File: config.mk
export PLATFORM = sky130hd
export DESIGN_NAME = apb_slave_regfile
export DESIGN_NICKNAME = d
export VERILOG_FILES = /design/src/rtl/apb_slv_pkg.sv /design/src/rtl/apb_slv_regs.sv /design/src/rtl/apb_slave_regfile.sv
export SDC_FILE = /design/constraint.sdc
export NUM_CORES = 1
export LEC_CHECK = 0
export ABC_CLOCK_PERIOD_IN_PS = 2100
export BUFFER_PORTS_ARGS = -buffer_cell sky130_fd_sc_hd__buf_2
export CAP_MARGIN = 20
export CORE_MARGIN = 4
export CORE_UTILIZATION = 56
export DETAILED_ROUTE_END_ITERATION = 12
export PLACE_DENSITY = 0.81
export SLEW_MARGIN = 10
export SYNTH_ARGS = -nofsm -noshare
export SYNTH_HDL_FRONTEND = slang
export SYNTH_SLANG_ARGS = --single-unit
File: constraint.sdc
create_clock -name PCLK -period 2.1 [get_ports PCLK]
set_input_delay 0 -clock PCLK [delete_from_list [all_inputs] [get_ports PCLK]]
set_output_delay 0 -clock PCLK [all_outputs]
set_load 0.05 [all_outputs]
File: src/rtl/apb_slv_pkg.sv
// Shared types and helpers for the APB3 register-file completer.
// Contents: phase enum, default geometry, address error decode.
// Optional feature macro used by the top: APB_SLV_WAIT_EN (access-phase wait states).
package apb_slv_pkg;

    localparam int unsigned DEPTH_DEF = 16;
    localparam int unsigned IDX_W     = $clog2(DEPTH_DEF);

    typedef enum logic [1:0] {
        IDLE   = 2'd0,
        SETUP  = 2'd1,
        ACCESS = 2'd2
    } state_e;

    // Misaligned or beyond the last word; out-of-range addresses never wrap.
    function automatic logic decode_err(input logic [31:0] addr,
                                        input int unsigned depth = DEPTH_DEF);
        return (addr[1:0] != 2'b00) || ((addr >> 2) >= depth);
    endfunction

endpackage

File: src/rtl/apb_slv_regs.sv
// DEPTH x DATA_WIDTH register array, cleared asynchronously.
// Ports:
//   clk, rst_n            clock, async active-low clear
//   we_i, wr_idx_i,       single synchronous write port
//   wdata_i
//   rd_idx_i, rdata_o     combinational read port
module apb_slv_regs #(
    parameter int unsigned DATA_WIDTH = 32,
    parameter int unsigned DEPTH      = apb_slv_pkg::DEPTH_DEF,
    parameter int unsigned IDX_W      = apb_slv_pkg::IDX_W
) (
    input  logic                  clk,
    input  logic                  rst_n,
    input  logic                  we_i,
    input  logic [IDX_W-1:0]      wr_idx_i,
    input  logic [DATA_WIDTH-1:0] wdata_i,
    input  logic [IDX_W-1:0]      rd_idx_i,
    output logic [DATA_WIDTH-1:0] rdata_o
);

    logic [DATA_WIDTH-1:0] mem_q [DEPTH];

    // Storage with async clear and one write port.
    always_ff @(posedge clk or negedge rst_n) begin
        if (!rst_n) begin
            for (int unsigned i = 0; i < DEPTH; i++) begin
                mem_q[i] <= '0;
            end
        end else if (we_i) begin
            mem_q[wr_idx_i] <= wdata_i;
        end
    end

    assign rdata_o = mem_q[rd_idx_i];

endmodule

File: src/rtl/apb_slave_regfile.sv
// APB3 completer fronting a DEPTH-word register file.
// Ports:
//   PCLK, PRESET          bus clock, async active-low reset
//   PSELx, PENABLE,       APB request (select, access phase, direction)
//   PWRITE
//   PADDR, PWDATA         byte address and write data (captured in setup)
//   PRDATA, PREADY,       registered response
//   PSLVERR
// Optional feature: define APB_SLV_WAIT_EN to insert WAIT_CYCLES wait states
// in every access phase; without it every transfer completes with zero waits.
module apb_slave_regfile
    import apb_slv_pkg::*;
#(
    parameter int unsigned ADDR_WIDTH  = 8,
    parameter int unsigned DATA_WIDTH  = 32,
    parameter int unsigned DEPTH       = 16,
    parameter int unsigned WAIT_CYCLES = 2
) (
    input  logic                  PCLK,
    input  logic                  PRESET,
    input  logic                  PSELx,
    input  logic                  PENABLE,
    input  logic                  PWRITE,
    input  logic [ADDR_WIDTH-1:0] PADDR,
    input  logic [DATA_WIDTH-1:0] PWDATA,
    output logic [DATA_WIDTH-1:0] PRDATA,
    output logic                  PREADY,
    output logic                  PSLVERR
);

    localparam int unsigned REG_IDX_W = (DEPTH > 1) ? $clog2(DEPTH) : 1;

    if (WAIT_CYCLES > 15) begin : g_wait_range
        $error("apb_slave_regfile: WAIT_CYCLES must be in 0..15");
    end

    state_e                state_q, state_d, phase_c;
    logic                  ready_q, ready_d;
    logic                  slverr_q, slverr_d;
    logic [DATA_WIDTH-1:0] rdata_q, rdata_d;
    logic                  write_q, write_d;
    logic                  err_q, err_d;
    logic [REG_IDX_W-1:0]  idx_q, idx_d;
    logic [DATA_WIDTH-1:0] wdata_q, wdata_d;

    logic                  setup_err_c;
    logic [REG_IDX_W-1:0]  setup_idx_c;
    logic [REG_IDX_W-1:0]  rd_idx_c;
    logic [DATA_WIDTH-1:0] rd_data_c;
    logic                  we_c;
    logic                  resp_c;
    logic                  resp_write_c;
    logic                  resp_err_c;

`ifdef APB_SLV_WAIT_EN
    localparam int unsigned CNT_W = 4;
    logic [CNT_W-1:0] cnt_q, cnt_d;
`endif

    assign setup_err_c = decode_err(32'(PADDR), DEPTH);
    assign setup_idx_c = REG_IDX_W'(PADDR >> 2);

    // The setup cycle lasts exactly one bus cycle, so it is decoded from IDLE
    // plus the bus request rather than held in the state register; the
    // completing access always returns to IDLE, which lets a back-to-back
    // setup be recognised in the very next cycle.
    always_comb begin
        phase_c = state_q;
        if ((state_q == IDLE) && PSELx && !PENABLE) begin
            phase_c = SETUP;
        end
    end

    // Next-state, capture, commit and response logic.
    always_comb begin
        state_d      = state_q;
        ready_d      = 1'b0;
        slverr_d     = 1'b0;
        rdata_d      = rdata_q;
        write_d      = write_q;
        err_d        = err_q;
        idx_d        = idx_q;
        wdata_d      = wdata_q;
        we_c         = 1'b0;
        rd_idx_c     = idx_q;
        resp_c       = 1'b0;
        resp_write_c = write_q;
        resp_err_c   = err_q;
`ifdef APB_SLV_WAIT_EN
        cnt_d        = cnt_q;
`endif
        unique case (phase_c)
            SETUP: begin
                state_d      = ACCESS;
                write_d      = PWRITE;
                err_d        = setup_err_c;
                idx_d        = setup_idx_c;
                wdata_d      = PWDATA;
                rd_idx_c     = setup_idx_c;
                resp_write_c = PWRITE;
                resp_err_c   = setup_err_c;
`ifdef APB_SLV_WAIT_EN
                cnt_d        = CNT_W'(WAIT_CYCLES);
                resp_c       = (WAIT_CYCLES == 0);
`else
                resp_c       = 1'b1;
`endif
            end
            ACCESS: begin
                state_d = IDLE;
                if (ready_q) begin
                    // Completion edge: errored writes never reach the array.
                    we_c = PSELx && PENABLE && write_q && !err_q;
`ifdef APB_SLV_WAIT_EN
                end else if (PSELx && PENABLE) begin
                    state_d = ACCESS;
                    cnt_d   = cnt_q - CNT_W'(1);
                    resp_c  = (cnt_d == '0);
                end else begin
                    // Requester abandoned the transfer during wait states.
                    cnt_d = '0;
`endif
                end
            end
            default: ;
        endcase

        if (resp_c) begin
            ready_d  = 1'b1;
            slverr_d = resp_err_c;
            if (!resp_write_c) begin
                rdata_d = resp_err_c ? '0 : rd_data_c;
            end
        end
    end

    // State and response registers.
    always_ff @(posedge PCLK or negedge PRESET) begin
        if (!PRESET) begin
            state_q  <= IDLE;
            ready_q  <= 1'b0;
            slverr_q <= 1'b0;
            rdata_q  <= '0;
            write_q  <= 1'b0;
            err_q    <= 1'b0;
            idx_q    <= '0;
            wdata_q  <= '0;
        end else begin
            state_q  <= state_d;
            ready_q  <= ready_d;
            slverr_q <= slverr_d;
            rdata_q  <= rdata_d;
            write_q  <= write_d;
            err_q    <= err_d;
            idx_q    <= idx_d;
            wdata_q  <= wdata_d;
        end
    end

`ifdef APB_SLV_WAIT_EN
    // Wait-state counter.
    always_ff @(posedge PCLK or negedge PRESET) begin
        if (!PRESET) begin
            cnt_q <= '0;
        end else begin
            cnt_q <= cnt_d;
        end
    end
`endif

    apb_slv_regs #(
        .DATA_WIDTH (DATA_WIDTH),
        .DEPTH      (DEPTH),
        .IDX_W      (REG_IDX_W)
    ) u_regs (
        .clk      (PCLK),
        .rst_n    (PRESET),
        .we_i     (we_c),
        .wr_idx_i (idx_q),
        .wdata_i  (wdata_q),
        .rd_idx_i (rd_idx_c),
        .rdata_o  (rd_data_c)
    );

    assign PRDATA  = rdata_q;
    assign PREADY  = ready_q;
    assign PSLVERR = slverr_q;

endmodule

# Word-level counts from Yosys, hierarchy flattened
# Cells that the tools add are included.
dict set report classes {
  bitwise 3
  reduce_logical 13
  n_eq_ne 2
  muxes 17
  order_cmp 4
}
# op n
set op_table {}
lappend op_table {{$bwmux W512} 1}
lappend op_table {{$bmux W32 S4} 1}
lappend op_table {{$demux W32 S4} 1}
lappend op_table {{$mux W32} 4}
lappend op_table {{$ge A5 B5 Y1 const B} 2}
lappend op_table {{$not A4 Y5} 2}
lappend op_table {{$mux W1} 7}
lappend op_table {{$ge A6 B5 Y1 const B} 1}
lappend op_table {{$logic_and A1 B1 Y1} 6}
lappend op_table {{$lt A5 B1 Y1 const B} 1}
lappend op_table {{$mux W4} 1}
lappend op_table {{$pmux W2 S2} 1}
lappend op_table {{$reduce_bool A2 Y1} 2}
lappend op_table {{$eq A2 B1 Y1 const B} 1}
lappend op_table {{$eq A2 B2 Y1 const B} 1}
lappend op_table {{$logic_not A1 Y1} 2}
lappend op_table {{$logic_not A2 Y1} 1}
lappend op_table {{$mux W2} 1}
lappend op_table {{$reduce_and A2 Y1} 1}
lappend op_table {{$logic_or A1 B1 Y1} 1}
lappend op_table {{$not A1 Y1} 1}
dict set report totals {
  out_inout_bits 34
  inputBits 45
  ff_bits 586
}

# Logic depth before layout (Yosys ltp)
dict set report depth {
  ltp_word 11
  depth_mapped 11
  depth_no_buf 9
}

# By module
# A second synthesis with hierarchy kept.
dict set report hier_totals {
  hier_cells 1569
  hier_area_um2 25453.2
}
# mod area_per_inst_um2 instances cells_per_inst seq_area_each_um2
set by_module_without_submodules {}
lappend by_module_without_submodules {apb_slv_regs 22774.3 1 1404 12812.3}
lappend by_module_without_submodules {apb_slave_regfile 2678.8 1 165 1826.8}

# Least setup slack after synthesis
# Ideal clock, no wire load.
dict set report synth_timing {
  path_kind {register -> register}
  start {register ready_q (netlist: PREADY)}
  end {register u_regs.mem_q[277] in the netlist's numbering}
  stages_incl_launch_ff 6
  path_slack_ns -0.206
  arrival_time_ns 2.181
  n_path_buf 1
  setup_ns 0.125
  synth_period_minus_slack_ns 2.306
  cell_sequence {dfrtp_1 > and4b_1 > nand4_1 > nor3b_1 > clkbuf_1 > mux2_2}
}
dict set report synth_between {
  elab_chain_len 2
}
# item line
set synth_rtl {}
lappend synth_rtl {{from (decl)} apb_slave_regfile.sv:38} ;# logic ready_q, ready_d;
lappend synth_rtl {{from (signal assigned)} apb_slave_regfile.sv:150} ;# ready_q <= ready_d;
lappend synth_rtl {{$mux W1} apb_slave_regfile.sv:111} ;# if (ready_q) begin
lappend synth_rtl {{$mux W1} apb_slave_regfile.sv:92} ;# unique case (phase_c)
lappend synth_rtl {{to (signal, indexed assignment)} apb_slv_regs.sv:30} ;# mem_q[wr_idx_i] <= wdata_i;
lappend synth_rtl {{to (decl)} apb_slv_regs.sv:21} ;# logic [DATA_WIDTH-1:0] mem_q [DEPTH];
# Every way passes these cells.
# A chain may end at the register's enable or synchronous reset.

# Worst setup path after layout
dict set report layout_timing {
  start {register state_q[1]}
  end {register rdata_q[26] (netlist: PRDATA[26])}
}
dict set report layout_between {
  elab_chain_len 11
}
# item line
set layout_rtl {}
lappend layout_rtl {{from (decl)} apb_slave_regfile.sv:37} ;# state_e state_q, state_d, phase_c;
lappend layout_rtl {{from (signal assigned)} apb_slave_regfile.sv:149} ;# state_q <= state_d;
lappend layout_rtl {{$logic_not A2 Y1} apb_slave_regfile.sv:69} ;# if ((state_q == IDLE) && PSELx && !PENABLE) begin
lappend layout_rtl {{$logic_and A1 B1 Y1 (2 in a row)} apb_slave_regfile.sv:69}
lappend layout_rtl {{$mux W2 *} apb_slave_regfile.sv:69}
lappend layout_rtl {{$eq A2 B1 Y1 *} apb_slave_regfile.sv:92}
lappend layout_rtl {{$mux W4} n/a}
lappend layout_rtl {{$not A4 Y5 (implied by the code)} apb_slv_regs.sv:34} ;# assign rdata_o = mem_q[rd_idx_i];
lappend layout_rtl {{$bmux W32 S4} apb_slv_regs.sv:34}
lappend layout_rtl {{$mux W32 (implied by the code) (2 in a row)} apb_slv_regs.sv:34}
lappend layout_rtl {{$mux W32} apb_slave_regfile.sv:132} ;# rdata_d = resp_err_c ? '0 : rd_data_c;
lappend layout_rtl {{to (signal assigned)} apb_slave_regfile.sv:152} ;# rdata_q <= rdata_d;
lappend layout_rtl {{to (decl)} apb_slave_regfile.sv:40} ;# logic [DATA_WIDTH-1:0] rdata_q, rdata_d;
# Every way passes the cells marked *; elsewhere a longest branch is shown, timed or not. The select of a mux whose other input is x is not followed.

==> impl_metrics.tcl <==
set metrics [dict create \
    die-area_um2 50100 \
    setup_viol_count_final 32 \
    routed_wl_um 73300 \
    ant_nets 0 \
    violations "negative setup slack" \
    cp_data_arrival_time_ns 2.96 \
    setup.worst_path.class "flip-flop to flip-flop" \
    worstPathRequired_ns 2.61 \
    vdd_ir_drop_max_v 0.000712 \
    cts.sinks 585 \
    synth-seq-area-share 0.561 \
    die_w_um 224 \
    avgSynthCellArea_um2 12.7 \
    clk_pin_slew_ns 0.06 \
    r2r_slack_ns -0.35 \
    antenna_found_initial 0 \
    yosys_warnings 0 \
    worstHoldStart "PADDR[4]" \
    rsz0062_at_grt "true" \
    end_kind "flip-flop" \
    place_area_um2 28200 \
    io-pin-count 79 \
    rows 78 \
    synth_cells 2056 \
    rr_endpoint "PRDATA[26]$_DFFE_PN0P_" \
    clkLatencyLatePin_ns 0.62 \
    grt_max_degree 121 \
    nets 2284 \
    hold_slack_ns 0.0637 \
    synthDistinctLibCells 32 \
    r2r-start "state_q[1]$_DFFE_PN0P_" \
    hp-class "primary input to flip-flop" \
    min_path_cells 4 \
    drt_iter0_drc 1665 \
    stdcell_area_um2 31400 \
    port-buffer-count 78 \
    syn-cell-area_um2 26100 \
    yosys.area.top_type "dfrtp_1" \
    max_slew_margin 0.543 \
    slowest_stage "dfrtp_1" \
    status "finished with violations" \
    place_hpwl_um 42400 \
    fin_ws_ns -0.347 \
    hold_viol 0 \
    initial_core_util 0.571 \
    route.vias.total 18210 \
    power.density_nw_per_um2 842 \
    crit_chain "nor2_2 > nand2_2 > inv_4 > buf_4 > buf_12 > mux2i_4 > inv_4 > buf_12 > mux4_2 > a22oi_2 > nand2_1 > a32o_1" \
    drc_errors 0 \
    p_leak_nw 15.6 \
    globalplace.congestion 0.830 \
    dieHeight_um 224 \
    finalCritPeriodShare 1.17 \
    tightest_slew_ns 0.686 \
    numCtsBuffers 58 \
    grt-ovfl-total 0 \
    rr_worst_depth 12 \
    hold_end "idx_q[2]$_DFF_PN0_" \
    synth_seq_cells 585 \
    synth_top_area_share 0.561 \
    cp_max_fo 21 \
    cp-start-kind "flip-flop" \
    final_cells 2885 \
    skew_ns 0.0134 \
    syn_to_final_growth_pct 20.5 \
    drive_gt1_frac 0.452 \
    grt_pass1_vias 18882 \
    grt_pass1_wl_um 110000 \
    max_cap_violations 0 \
    synthesis.nets 2101 \
    fmax_mhz 409 \
    synth_area_leaders "dfrtp_1 56%, mux2_2 25%, nand2_1 5.8%, mux4_2 2.8%, and3_1 2.3%" \
    wl_per_cell_um 25.4 \
    grt.total_usage 0.283 \
    ctsHtreeMaxLevel 2 \
    slowest_delay_ns 0.38 \
    dp.cells 2708 \
    vias_per_cell 6.31 \
    dr.pass1.iters 5 \
    finalSetupTns_ns -9.11 \
    cts_tree "yes" \
    root_buffer "clkbuf_16" \
    cts_buffer_depth 3 \
    fin_total_pwr_mw 26.5 \
    maxSlewViolCount 0 \
    core_area_um2 45700 \
    diodes 0 \
    period_minus_slack_ns 2.45 \
]
per-layer routing:
layer	GRT usage	vias to the layer above	wire (um)
li1	-	7647	-
met1	0.373	9558	28600
met2	0.469	774	36200
met3	0.0518	231	5360
met4	0.115	0	3200
met5	0	-	0
cells in the mapped netlist (all sizes together):
cell    instances
dfrtp         585
mux2          577
nand2         401
clkbuf        101
and3           96
buf            64
a21oi          32
a22oi          32
a311oi         32
a32o           32
mux4           32
o21ai          32
nor2            8
and2            5
inv             5
mux2i           5
nand2b          3
nand3           3
nor3b           3
nor2b           2
nor3            2
a21o            1
and4b           1
nand4           1
nor4            1
stage by stage:
| step | setup slack (ns) | utilization |
|---|---|---|
| floorplan | -0.0682 | - |
| global placement | -0.377 | 0.618 |
| detailed placement | -0.392 | 0.618 |
| CTS | -0.322 | 0.678 |
| global route | -0.434 | 0.688 |
| finish | -0.347 | 0.688 |
how the worst max path moves through the flow:
stage / cells past startpoint / startpoint / end
floorplan: 10 / state_q[1]$_DFFE_PN0P_ / PRDATA[10]$_DFFE_PN0P_
CTS: 10 / state_q[1]$_DFFE_PN0P_ / PRDATA[12]$_DFFE_PN0P_
finish: 12 / state_q[1]$_DFFE_PN0P_ / PRDATA[26]$_DFFE_PN0P_
global route: 12 / state_q[1]$_DFFE_PN0P_ / PRDATA[26]$_DFFE_PN0P_
global placement: 10 / state_q[1]$_DFFE_PN0P_ / PRDATA[6]$_DFFE_PN0P_
detailed placement: 10 / state_q[1]$_DFFE_PN0P_ / PRDATA[8]$_DFFE_PN0P_
power by group:
group	internal (mW)	switching (mW)	total, mW
combinational	1.33	2.08	3.41
clock	6.64	4.44	11.1
sequential	11.5	0.511	12.0
placed cells by master, fill, tap and decap left out, types with 22 or more instances in the layout:
cell / n
dfrtp_1: 584
mux2_2: 576
nand2_1: 391
and3_1: 96
buf_4: 93
buf_2: 77
clkbuf_16: 61
buf_12: 47
dlygate4sd3_1: 38
mux4_2: 32
a32o_1: 31
a22oi_2: 29
o21ai_0: 29
a311oi_1: 27
a21oi_1: 25
buf_6: 22
critical path: cells and delay by family, from the launching register on:
kind	cells	cell delay (ns)
compound gates	2	0.46
buf+inv	5	0.62
flops	1	0.38
mux	2	0.61
simple gates	3	0.26
timing repair:
item	CTS	global route
setup endpoints to repair	85	88
endpoints found under the hold margin	622	0
pin swaps	20	50
gates cloned	5	3
gates resized for setup	25	78
buffers inserted	13	11
hold buffers	39	0
area by class of cell:
type                            instances  area [um2]
Fill cell                            2943       14300
Clock inverter                         25         374
Tap cell                              600         751
Multi-Input combinational cell       1301       11100
Sequential cell                       585       14600
Timing Repair Buffer                  283        2780
Clock buffer                           81        1670
Inverter                                5        50.0
Timing Repair inverter                  5        62.6
logic make-up after synthesis:
family / Yosys count / synth area share
DFF: 585 / 0.561
AOI/OAI and AO/OA: 161 / 0.0448
buffers and inverters: 170 / 0.0272
and+or+nand+nor: 526 / 0.0871
muxes: 614 / 0.280
state kept, by name (all words and copies together) (netlist names):
register,cells
wdata_q,32
u_regs.mem_q,512
err_q,1
PREADY,1
PSLVERR,1
PRDATA,32
write_q,1
state_q,1
idx_q,4
No activity file was read; power rests on OpenSTA's default activity.
